--- src/rtl/cam_pkg.sv ---
// Shared constants for the YUV camera capture block: default parameter
// values, capture FSM state encodings and byte-order encodings.
package cam_pkg;

  localparam int CAM_DW         = 8;
  localparam int CAM_H_ACTIVE   = 640;
  localparam int CAM_V_ACTIVE   = 480;
  localparam int CAM_ADDR_W     = 20;
  localparam int CAM_FIFO_DEPTH = 4;

  // Capture FSM state encodings (kept as plain constants for legacy tools).
  typedef logic [1:0] cam_state_t;
  localparam cam_state_t ST_WAIT_VS = 2'd0;
  localparam cam_state_t ST_SYNC    = 2'd1;
  localparam cam_state_t ST_LINE    = 2'd2;
  localparam cam_state_t ST_GAP     = 2'd3;

  // Byte order of a 4-byte quad on the camera bus.
  typedef enum logic [1:0] {
    ORD_CBYCRY = 2'd0,
    ORD_YCBYCR = 2'd1,
    ORD_CRYCBY = 2'd2,
    ORD_YCRYCB = 2'd3
  } cam_order_e;

endpackage

--- src/rtl/cam_pair_fifo.sv ---
// Synchronous show-ahead FIFO holding packed YUV pixel pairs.
// The head entry is visible on rd_data whenever empty is low (zero when
// empty). A write while full is accepted only if a read happens in the
// same cycle, which frees the slot being written.
module cam_pair_fifo #(
  parameter int W     = 8,
  parameter int DEPTH = 4
) (
  input  logic         clk,
  input  logic         rst_n,
  input  logic         wr_en,
  input  logic [W-1:0] wr_data,
  input  logic         rd_en,
  output logic [W-1:0] rd_data,
  output logic         full,
  output logic         empty
);

  localparam int AW = $clog2(DEPTH);

  logic [W-1:0]  mem [DEPTH];
  logic [AW-1:0] wr_ptr;
  logic [AW-1:0] rd_ptr;
  logic [AW:0]   count;
  logic          do_wr;
  logic          do_rd;

  assign empty   = (count == '0);
  assign full    = (count == (AW+1)'(DEPTH));
  assign do_rd   = rd_en && !empty;
  assign do_wr   = wr_en && (!full || do_rd);
  assign rd_data = empty ? '0 : mem[rd_ptr];

  // Pointer and occupancy bookkeeping.
  always_ff @(posedge clk) begin
    if (!rst_n) begin
      wr_ptr <= '0;
      rd_ptr <= '0;
      count  <= '0;
    end else begin
      if (do_wr) wr_ptr <= wr_ptr + AW'(1);
      if (do_rd) rd_ptr <= rd_ptr + AW'(1);
      case ({do_wr, do_rd})
        2'b10:   count <= count + (AW+1)'(1);
        2'b01:   count <= count - (AW+1)'(1);
        default: count <= count;
      endcase
    end
  end

  // Storage array; contents are only meaningful between the pointers.
  always_ff @(posedge clk) begin
    if (do_wr) mem[wr_ptr] <= wr_data;
  end

endmodule

--- src/rtl/cam_capture_yuv.sv ---
// YUV 4:2:2 camera capture: assembles byte quads from a DVP-style bus into
// pixel pairs with frame addresses and queues them for a downstream consumer.
// Optional macro CAM_CAPTURE_WINDOW_EN adds a capture window (win_* ports);
// pairs outside the window are silently discarded and addresses/sof/eol are
// then relative to the window origin.
//
// Output handshake: a pair transfers on a rising PCLK edge where out_valid
// and out_ready are both high. While out_valid is high and out_ready low,
// all pair outputs hold; out_valid never drops without a transfer.
module cam_capture_yuv
  import cam_pkg::*;
#(
  parameter int DW         = CAM_DW,
  parameter int H_ACTIVE   = CAM_H_ACTIVE,
  parameter int V_ACTIVE   = CAM_V_ACTIVE,
  parameter int ADDR_W     = CAM_ADDR_W,
  parameter int FIFO_DEPTH = CAM_FIFO_DEPTH
) (
  input  logic              PCLK,
  input  logic              RESET,
  input  logic              VSYNC,
  input  logic              HREF,
  input  logic [DW-1:0]     D,
  input  logic              enable,
  input  logic [1:0]        order,
  output logic              out_valid,
  input  logic              out_ready,
  output logic [DW-1:0]     out_y0,
  output logic [DW-1:0]     out_y1,
  output logic [DW-1:0]     out_cb,
  output logic [DW-1:0]     out_cr,
  output logic [ADDR_W-1:0] out_addr,
  output logic              out_sof,
  output logic              out_eol,
  output logic [7:0]        frame_cnt,
  output logic              overflow,
  output logic              line_err
`ifdef CAM_CAPTURE_WINDOW_EN
  ,
  input  logic [ADDR_W-1:0] win_x0,
  input  logic [ADDR_W-1:0] win_y0,
  input  logic [ADDR_W-1:0] win_w,
  input  logic [ADDR_W-1:0] win_h
`endif
);

  localparam int PW = ADDR_W + 2 + 4*DW;
  localparam logic [ADDR_W-1:0] H_LIM = ADDR_W'(H_ACTIVE);
  localparam logic [ADDR_W-1:0] V_LIM = ADDR_W'(V_ACTIVE);

  cam_state_t        state;
  cam_state_t        state_nxt;
  logic [1:0]        idx;
  logic [DW-1:0]     b0, b1, b2;
  cam_order_e        qord;
  logic [ADDR_W-1:0] x, y, row_base, row_step;
  logic              line_has_quad;

  logic              capture, quad_done, line_end, frame_end;
  logic              in_frame, in_win, pair_wr;
  logic [DW-1:0]     p_y0, p_y1, p_cb, p_cr;
  logic [ADDR_W-1:0] p_addr;
  logic              p_sof, p_eol;
  logic [PW-1:0]     wr_data, rd_data;
  logic              fifo_full, fifo_empty, fifo_rd;

  // A byte is taken only inside a frame, on HREF-high cycles.
  assign capture   = enable && !VSYNC && HREF && (state == ST_GAP || state == ST_LINE);
  assign line_end  = enable && !VSYNC && !HREF && (state == ST_LINE);
  assign frame_end = enable && VSYNC && (state == ST_GAP || state == ST_LINE);
  assign quad_done = capture && (idx == 2'd3);
  assign in_frame  = (x < H_LIM) && (y < V_LIM);
  assign pair_wr   = quad_done && in_frame && in_win;

`ifdef CAM_CAPTURE_WINDOW_EN
  logic win_row_hit;
  assign win_row_hit = (y >= win_y0) && (y < win_y0 + win_h);
  assign in_win      = win_row_hit && (x >= win_x0) && (x < win_x0 + win_w);
  assign row_step    = win_row_hit ? win_w : '0;
  assign p_addr      = row_base + (x - win_x0);
  assign p_sof       = (x == win_x0) && (y == win_y0);
  assign p_eol       = (x == win_x0 + win_w - ADDR_W'(2));
`else
  localparam logic [ADDR_W-1:0] EOL_X = ADDR_W'(H_ACTIVE - 2);
  assign in_win   = 1'b1;
  assign row_step = H_LIM;
  assign p_addr   = row_base + x;
  assign p_sof    = (x == '0) && (y == '0);
  assign p_eol    = (x == EOL_X);
`endif

  // Next-state logic; dropping enable always returns to waiting for VSYNC.
  always_comb begin
    state_nxt = state;
    if (!enable) begin
      state_nxt = ST_WAIT_VS;
    end else begin
      case (state)
        ST_WAIT_VS: if (VSYNC) state_nxt = ST_SYNC;
        ST_SYNC:    if (!VSYNC) state_nxt = ST_GAP;
        ST_GAP:     if (VSYNC) state_nxt = ST_SYNC;
                    else if (HREF) state_nxt = ST_LINE;
        ST_LINE:    if (VSYNC) state_nxt = ST_SYNC;
                    else if (!HREF) state_nxt = ST_GAP;
        default:    state_nxt = ST_WAIT_VS;
      endcase
    end
  end

  // State register.
  always_ff @(posedge PCLK) begin
    if (!RESET) state <= ST_WAIT_VS;
    else        state <= state_nxt;
  end

  // Byte index and quad assembly; any non-capture cycle restarts the quad.
  always_ff @(posedge PCLK) begin
    if (!RESET) begin
      idx  <= 2'd0;
      b0   <= '0;
      b1   <= '0;
      b2   <= '0;
      qord <= ORD_CBYCRY;
    end else if (capture) begin
      idx <= idx + 2'd1;
      case (idx)
        2'd0: begin
          b0   <= D;
          qord <= cam_order_e'(order);
        end
        2'd1:    b1 <= D;
        2'd2:    b2 <= D;
        default: b2 <= b2;
      endcase
    end else begin
      idx <= 2'd0;
    end
  end

  // Map the completed quad onto pair components using the order latched at byte 0.
  always_comb begin
    p_y0 = '0;
    p_y1 = '0;
    p_cb = '0;
    p_cr = '0;
    case (qord)
      ORD_CBYCRY: begin p_cb = b0; p_y0 = b1; p_cr = b2; p_y1 = D; end
      ORD_YCBYCR: begin p_y0 = b0; p_cb = b1; p_y1 = b2; p_cr = D; end
      ORD_CRYCBY: begin p_cr = b0; p_y0 = b1; p_cb = b2; p_y1 = D; end
      ORD_YCRYCB: begin p_y0 = b0; p_cr = b1; p_y1 = b2; p_cb = D; end
      default:    begin p_y0 = '0; end
    endcase
  end

  // Pixel position; x and row_base advance incrementally, saturating past the frame.
  always_ff @(posedge PCLK) begin
    if (!RESET || frame_end || !(state == ST_LINE || state == ST_GAP)) begin
      x             <= '0;
      y             <= '0;
      row_base      <= '0;
      line_has_quad <= 1'b0;
    end else if (quad_done) begin
      line_has_quad <= 1'b1;
      if (x < H_LIM) x <= x + ADDR_W'(2);
    end else if (line_end) begin
      x             <= '0;
      line_has_quad <= 1'b0;
      if (line_has_quad && (y < V_LIM)) begin
        y        <= y + ADDR_W'(1);
        row_base <= row_base + row_step;
      end
    end
  end

  // Completed-frame counter, bumped when VSYNC rises inside a frame.
  always_ff @(posedge PCLK) begin
    if (!RESET)         frame_cnt <= 8'd0;
    else if (frame_end) frame_cnt <= frame_cnt + 8'd1;
  end

  // Sticky error flags, cleared only by reset.
  always_ff @(posedge PCLK) begin
    if (!RESET) begin
      overflow <= 1'b0;
      line_err <= 1'b0;
    end else begin
      if (pair_wr && fifo_full && !fifo_rd) overflow <= 1'b1;
      if ((quad_done && !in_frame) || (line_end && idx != 2'd0)) line_err <= 1'b1;
    end
  end

  assign wr_data   = {p_addr, p_sof, p_eol, p_y0, p_y1, p_cb, p_cr};
  assign out_valid = !fifo_empty;
  assign fifo_rd   = out_valid && out_ready;
  assign {out_addr, out_sof, out_eol, out_y0, out_y1, out_cb, out_cr} = rd_data;

  cam_pair_fifo #(
    .W     (PW),
    .DEPTH (FIFO_DEPTH)
  ) u_fifo (
    .clk     (PCLK),
    .rst_n   (RESET),
    .wr_en   (pair_wr),
    .wr_data (wr_data),
    .rd_en   (fifo_rd),
    .rd_data (rd_data),
    .full    (fifo_full),
    .empty   (fifo_empty)
  );

endmodule

--- config.mk ---
export PLATFORM = sky130hd
export DESIGN_NAME = cam_capture_yuv
export DESIGN_NICKNAME = d
export VERILOG_FILES = /design/src/rtl/cam_pkg.sv /design/src/rtl/cam_pair_fifo.sv /design/src/rtl/cam_capture_yuv.sv
export SDC_FILE = /design/constraint.sdc
export NUM_CORES = 1
export LEC_CHECK = 0
export ABC_AREA = 1
export CORE_UTILIZATION = 60
export CTS_BUF_LIST = sky130_fd_sc_hd__clkbuf_8 sky130_fd_sc_hd__clkbuf_16
export DETAILED_ROUTE_END_ITERATION = 12
export PLACE_DENSITY = 0.79
export SETUP_SLACK_MARGIN = 0.3
export SYNTH_ARGS = -nofsm -noshare
export SYNTH_HDL_FRONTEND = slang
export SYNTH_SLANG_ARGS = --single-unit
--- constraint.sdc ---
create_clock -name PCLK -period 8 [get_ports PCLK]
set_input_delay 1.6 -clock PCLK [delete_from_list [all_inputs] [get_ports PCLK]]
set_output_delay 1.6 -clock PCLK [all_outputs]
set_load 0.05 [all_outputs]
==> results.md, run 1 <==
- Max-slew violations: 0
- Number of max-cap violations: 0
- # port buffers: 79
- Finished Core Util: 70.7%
- RSZ-0062 raised after global routing: false
- FFs w/ async S/R, synth: 0%
- Critical Path AT: 3620 ps
- Vias/cell: 5.80
- Initial antenna violation count: 0
- Synth top area share: 47.4%
- CTS Buf Count: 34
- Ant. Diodes: 0
- Vias in the first global route: 9648
- Area grow syn2layout: 15.1%
- Slew @ Worst Pin: 1160 ps
- Area contributors post-synth: edfxtp_1, dfxtp_1, nor2_1, o21ai_0, a21oi_1
- Die width: 152 um
- Post-Syn Area: 13400 um^2
- Clock tree buffer depth: 3
- GRT Residual Overflow: 0
- Hold buffer count at CTS: 0
- CTS Root Cell: clkbuf_16
- Distinct cells, synth: 39
- GR peak layer: met2
- WP buf/inv: 3
- Slowest cell on crit path: clkdlybuf4s50_1
- DRC Markers: 0
- PwrDens: 238 nW/um^2
- Req. time, crit path: 6400 ps
- First-pass GRT wire length: 49.0 mm
- Critical-path maximum fanout: 54
- Hold Path Class: reg2reg
- Antenna viol nets, final: 0
- Gpl congestion: 0.885
- GRT Overall Usage: 27.9%
- Mapped Nets: 1419
- Cell Chain, Critical Path: buf_4 -> inv_2 -> nor2_1 -> o21ai_0 -> a21oi_1 -> clkdlybuf4s50_1
- Row count: 54
- Die area: 23000 um^2
- Wire length per cell: 17.9 um
- Fin crit share: 65.2%
- Crit Path Category: reg2out
- Ratio of cells with drive above 1 in the final layout: 4.98%
- Placeable Area: 21900 um^2
- Crit-path max cell delay: 870 ps
- Area leader, netlist: edfxtp_1
- Highest ir drop seen on vdd: 0.233 mV
- Post-CTS resize count: 0
- Die Y-Extent: 152 um
- Most frequent cell after synthesis: nor2_1
- CTS tree: built
- Clk slew on worst S/H paths: 60 ps
- Overall power: 3690 uW
- Synth Instances: 1376
- Setup violators final: 0
- Clock sinks: 314
- GRT met3 Usage: 3.92%
- Synth warnings: 0
- Endpoint class of the critical path: output port
- Top post-synthesis cells by count: nor2_1, edfxtp_1, o21ai_0
- Met2 Use GR: 48.8%
- DRT Pass-1 Iters: 5
- Via Count: 10100
- Initial Util: 61.4%
- EDFF count, synth: 212
- Grt met1 use: 35.0%
- H-tree levels: 2
- DRT iter0 DRCs: 965
- Fin Clk Skew: 12.7 ps
- Crit path launch type: flop
- Final min period: 5220 ps
- Sequential cell area fraction in the yosys report: 62.5%
- Largest net degree at the start of global routing: 63
- Outcome: finished, final reports clean
- Drt total wl: 31.2 mm
- Clock Latency Late Sink: 510 ps
- Nets: 1484
- Register bit total from synthesis: 314
- Total negative slack: 0 ps
- Post-DP HPWL: 19.5 mm
- Hold Fails Final Rpt: 0
- CP top delay family: buffers and inverters
- Avg Cell Area, Syn: 9.77 um^2
- Post-CTS setup buffer count: 0
- IO Pins: 81
- Predominant post-synthesis flop cell: edfxtp_1
- FMAX: 192 MHz
- Rel. slew slack: 22.5%
- LEAKAGE: 0.00554 uW
==> tightest hold or removal path: stages (launching register included) <==
cell and delay, ps:
dfxtp_1 300, inv_1 50, nor2_1 30
==> cells by family after synthesis <==
family                     Yosys count  synth area share [%]
DFF                                314                  62.5
other                                1                0.0279
adders and majority gates           27                  2.62
buffers and inverters              164                  4.69
xor gates and xnor gates            23                  1.50
and+or+nand+nor                    491                  14.8
AOI/OAI and AO/OA                  356                  13.8
==> flip-flops by register name, indices dropped and copies added (netlist names), named ones only <==
name	cells
frame_cnt	8
qord	2
b1	8
b2	8
u_fifo.count	3
u_fifo.rd_ptr	2
overflow	1
x	19
u_fifo.wr_ptr	2
u_fifo.mem	212
state	2
line_has_quad	1
y	20
row_base	13
line_err	1
idx	2
b0	8
==> worst paths after layout <==
check / start / endpoint / slack (ps) / cells after the start
max: flop / out_addr[9] / 2780 / 6
min: y[9] / y[9] / 430 / 2
max reg2reg: x[18] / u_fifo.mem[2][13] / 4560 / 10
min reg2reg: y[9] / y[9] / 430 / 2
==> metrics by stage <==
step	area (um^2)	std cells	setup slack (ps)	hold slack [ps]
after floorplan	13400	1376	2730	409
after global placement	14500	1685	3180	415
after detailed placement	14500	1685	3040	422
after CTS	15500	1745	2810	431
after global routing	15500	1745	2640	450
final	15500	1745	2780	426
==> power breakdown <==
group / leakage (uW) / total, uW / internal (uW) / switching, uW
sequential: 0.00285 / 1740 / 1720 / 17.5
combinational: 0.00216 / 522 / 145 / 376
clock: 0.000519 / 1430 / 824 / 607
==> per-layer routing <==
layer  wire length, um  share of wire, %
met3              2030               6.5
met1             12500                40
met5                 0                 0
met4              1030               3.3
met2             15700                50
==> cell usage in the layout, fill, tap and decap left out, types with 2 or more instances in the layout <==
cell and n:
nor2_1 289, edfxtp_1 212, o21ai_0 191, a21oi_1 141
nand2_1 137, inv_1 103, dfxtp_1 100, clkdlybuf4s50_1 79
clkbuf_16 35, ha_1 25, nand3_1 21, xor2_1 15
nor3_1 14, clkinv_1 13, nand4_1 10, buf_4 9
xnor2_1 8, inv_2 6, nor2_4 5, o2111ai_1 5
a221oi_1 5, o22ai_1 4, nor4_1 4, o21a_1 4
a211oi_1 3, clkinv_2 3, nand2_4 2, nor2_2 2
or2_0 2, fa_1 2, clkinv_4 2
==> area by class of cell <==
class / count / area [um^2]
clock buffers: 35 / 876
well taps: 280 / 350
repair buffers: 88 / 858
inverters: 105 / 394
multi-input cells: 898 / 4430
fillers: 1572 / 6420
flip-flops and latches: 314 / 8410
clock inverters: 25 / 140
Note: power is estimated with default switching activity, not from simulation.
==> run 2, diff against run 1 <==
--- a/config.mk
+++ b/config.mk
@@ -6,10 +6,10 @@
 export NUM_CORES = 1
 export LEC_CHECK = 0
 export ABC_AREA = 1
-export CORE_UTILIZATION = 60
+export CORE_UTILIZATION = 59
 export CTS_BUF_LIST = sky130_fd_sc_hd__clkbuf_8 sky130_fd_sc_hd__clkbuf_16
 export DETAILED_ROUTE_END_ITERATION = 12
-export PLACE_DENSITY = 0.79
+export PLACE_DENSITY = 0.78
 export SETUP_SLACK_MARGIN = 0.3
 export SYNTH_ARGS = -nofsm -noshare
 export SYNTH_HDL_FRONTEND = slang
==> constraint.sdc (replaced) <==
create_clock -name PCLK -period 5 [get_ports PCLK]
set_input_delay 1 -clock PCLK [delete_from_list [all_inputs] [get_ports PCLK]]
set_output_delay 1 -clock PCLK [all_outputs]
set_load 0.05 [all_outputs]
==> run 2 against run 1 <==
Against the previous run: hold slack improved by 8.0 ps; sequential share of layout area rose by 0.062 points; die area rose by 1.7%; setup slack got worse by 2200 ps; critical path type unchanged; critical endpoint unchanged; highest routed layer unchanged.
==> results.md, run 2 (synthesis gave the netlist of run 1 again) <==
- Fin Clk Skew: 14.6 ps (was 12.7 ps)
- CTS Root Cell: clkbuf_16 (unchanged)
- Clock Latency Late Sink: 560 ps (was 510 ps)
- Outcome: finished, final reports clean (unchanged)
- Setup violators final: 0 (unchanged)
- Cell Area, Placed: 14500 um^2 (about the same)
- CTS Buf Count: 31 (was 34)
- Total negative slack: 0 ps (unchanged)
- Via Count: 9896 (was 10100)
- RSZ-0062 raised after global routing: false (unchanged)
- Clock sinks: 314 (unchanged)
- Critical-path maximum fanout: 62 (was 54)
- Slowest cell on crit path: clkdlybuf4s50_1 (unchanged)
- Clk slew on worst S/H paths: 60 ps (about the same)
- # port buffers: 79 (unchanged)
- Vias in the first global route: 9362 (was 9648)
- Die area: 23400 um^2 (was 23000 um^2)
- Crit path launch type: flop (unchanged)
- Hold Fails Final Rpt: 0 (unchanged)
- Largest net degree at the start of global routing: 71 (was 63)
- WP buf/inv: 2 (was 3)
- Initial Util: 60.8% (was 61.4%)
- FMAX: 227 MHz
- First-pass GRT wire length: 47.8 mm (was 49.0 mm)
- Cell Chain, Critical Path: buf_4 -> nor2_1 -> nor2_1 -> o21ai_0 -> a21oi_1 -> clkdlybuf4s50_1 (was buf_4 -> inv_2 -> nor2_1 -> o21ai_0 -> a21oi_1 -> clkdlybuf4s50_1)
- Commonest cells after routing, fill and taps aside: nor2_1, edfxtp_1, o21ai_0 (unchanged)
- Vias/cell: 5.67 (was 5.80)
- Post-CTS resize count: 0 (unchanged)
- Clock tree buffer depth: 3 (unchanged)
- Nets: 1483 (was 1484)
- Wire length per cell: 17.0 um (was 17.9 um)
- GRT Overall Usage: 25.6% (was 27.9%)
- Initial antenna violation count: 0 (unchanged)
- Placeable Area: 22100 um^2 (was 21900 um^2)
- Endpoint class of the critical path: output port (unchanged)
- Fin crit share: 88.2%
- CP most frequent cell: nor2_1
- Multi-input gate area: 4430 um^2 (unchanged)
- Hold buffer count at CTS: 0 (unchanged)
- Number of max-cap violations: 0 (unchanged)
- Drt total wl: 29.6 mm (was 31.2 mm)
- DRC Markers: 0 (unchanged)
- Post-DP HPWL: 18.6 mm (was 19.5 mm)
- Hold Path Class: reg2reg (unchanged)
- Rel. slew slack: 21.4% (was 22.5%)
- Ratio of cells with drive above 1 in the final layout: 5.26% (was 4.98%)
- Largest Register: u_fifo.mem (unchanged)
- Area grow syn2layout: 14.9% (was 15.1%)
- Die width: 153 um (was 152 um)
- Max reg flops: 212 (unchanged)
- Post-CTS setup buffer count: 0 (unchanged)
- DRT Pass-1 Iters: 5 (unchanged)
- Final min period: 4410 ps
- DRT iter0 DRCs: 896 (was 965)
- CP top delay family: buffers and inverters (unchanged)
- Max-slew violations: 0 (unchanged)
- Row count: 54 (unchanged)
- Highest ir drop seen on vdd: 0.279 mV (was 0.233 mV)
- Register area: 8410 um^2 (unchanged)
- Crit Path Category: reg2out (unchanged)
- PwrDens: 372 nW/um^2 (was 238 nW/um^2)
- H-tree levels: 1 (was 2)
- IO Pins: 81 (unchanged)
- Fill count: 1591 (was 1572)
- Die Y-Extent: 153 um (was 152 um)
- LEAKAGE: 0.00554 uW (about the same)
- Most common cell after layout, fill and taps aside: nor2_1 (unchanged)
- Ant. Diodes: 0 (unchanged)
- Antenna viol nets, final: 0 (unchanged)
- Crit-path max cell delay: 880 ps (was 870 ps)
- CTS tree: built (unchanged)
- Final instance area: 15400 um^2 (was 15500 um^2)
- Req. time, crit path: 4000 ps (was 6400 ps)
- Critical Path AT: 3410 ps (was 3620 ps)
- Slew @ Worst Pin: 1170 ps (was 1160 ps)
- Gpl congestion: 0.878 (was 0.885)
- GRT Residual Overflow: 0 (unchanged)
- Top flop regs: u_fifo.mem (212), y (20), x (19) (unchanged)
## run 2: changes by cell type in the layout (fill, tap and decap cells not counted)
cell	before	now
clkinv_1	13	5
clkbuf_8	0	5
clkbuf_16	35	31
inv_1	103	107
buf_12	0	3
clkinvlp_2	1	3
buf_4	9	8
bufinv_16	1	0
clkinv_2	3	4
clkinv_4	2	1
## run 2: worst register-to-register path, delay by kind of cell (launching register included)
family | cells | cell delay (ps)
and+or+nand+nor | 8 | 1830
buffers and inverters | 2 | 620
DFF | 1 | 330
## run 2: power by group
group	leakage, uW	internal, uW	switching [uW]
clock network	0.000500	1190	942
registers	0.00285	2750	24.3
logic	0.00219	238	601
total	0.00554	4180	1570
## run 2: worst paths after layout
kind	start	end	slack, ps	depth (start not counted)
max reg2reg	x[18]	u_fifo.mem[0][40]	1890	10
min	y[13]	y[13]	430	2
max	flop	out_addr[9]	590	6
min reg2reg	y[13]	y[13]	430	2
## run 2: routing by layer
layer	track usage [%]	vias up	routed length [um]
li1	-	4834	-
met1	33.9	4688	12600
met2	44.1	312	14600
met3	2.84	62	1530
met4	8.85	0	948
met5	0	-	0
## run 2: layout make-up
cell class | instances | area share, %
flip-flops and latches | 314 | 54.5
multi-input cells | 898 | 28.7
repair buffers | 90 | 5.90
clock buffers | 36 | 5.47
inverters | 105 | 2.55
well taps | 280 | 2.27
clock inverters | 22 | 0.656
## run 2: through the flow
| stage | cells | total power [uW] | worst slack (ps) | util (%) | hold slack (ps) |
|---|---|---|---|---|---|
| floorplan | 1376 | 3380 | 328 | - | 409 |
| detailed placement | 1687 | 3670 | 890 | 65.6 | 428 |
| finish | 1745 | 5750 | 591 | 69.9 | 434 |
| global route | 1745 | 5910 | 331 | 69.9 | 451 |
| global placement | 1687 | 3660 | 987 | 65.6 | 416 |
| CTS | 1745 | 5760 | 544 | 69.9 | 437 |
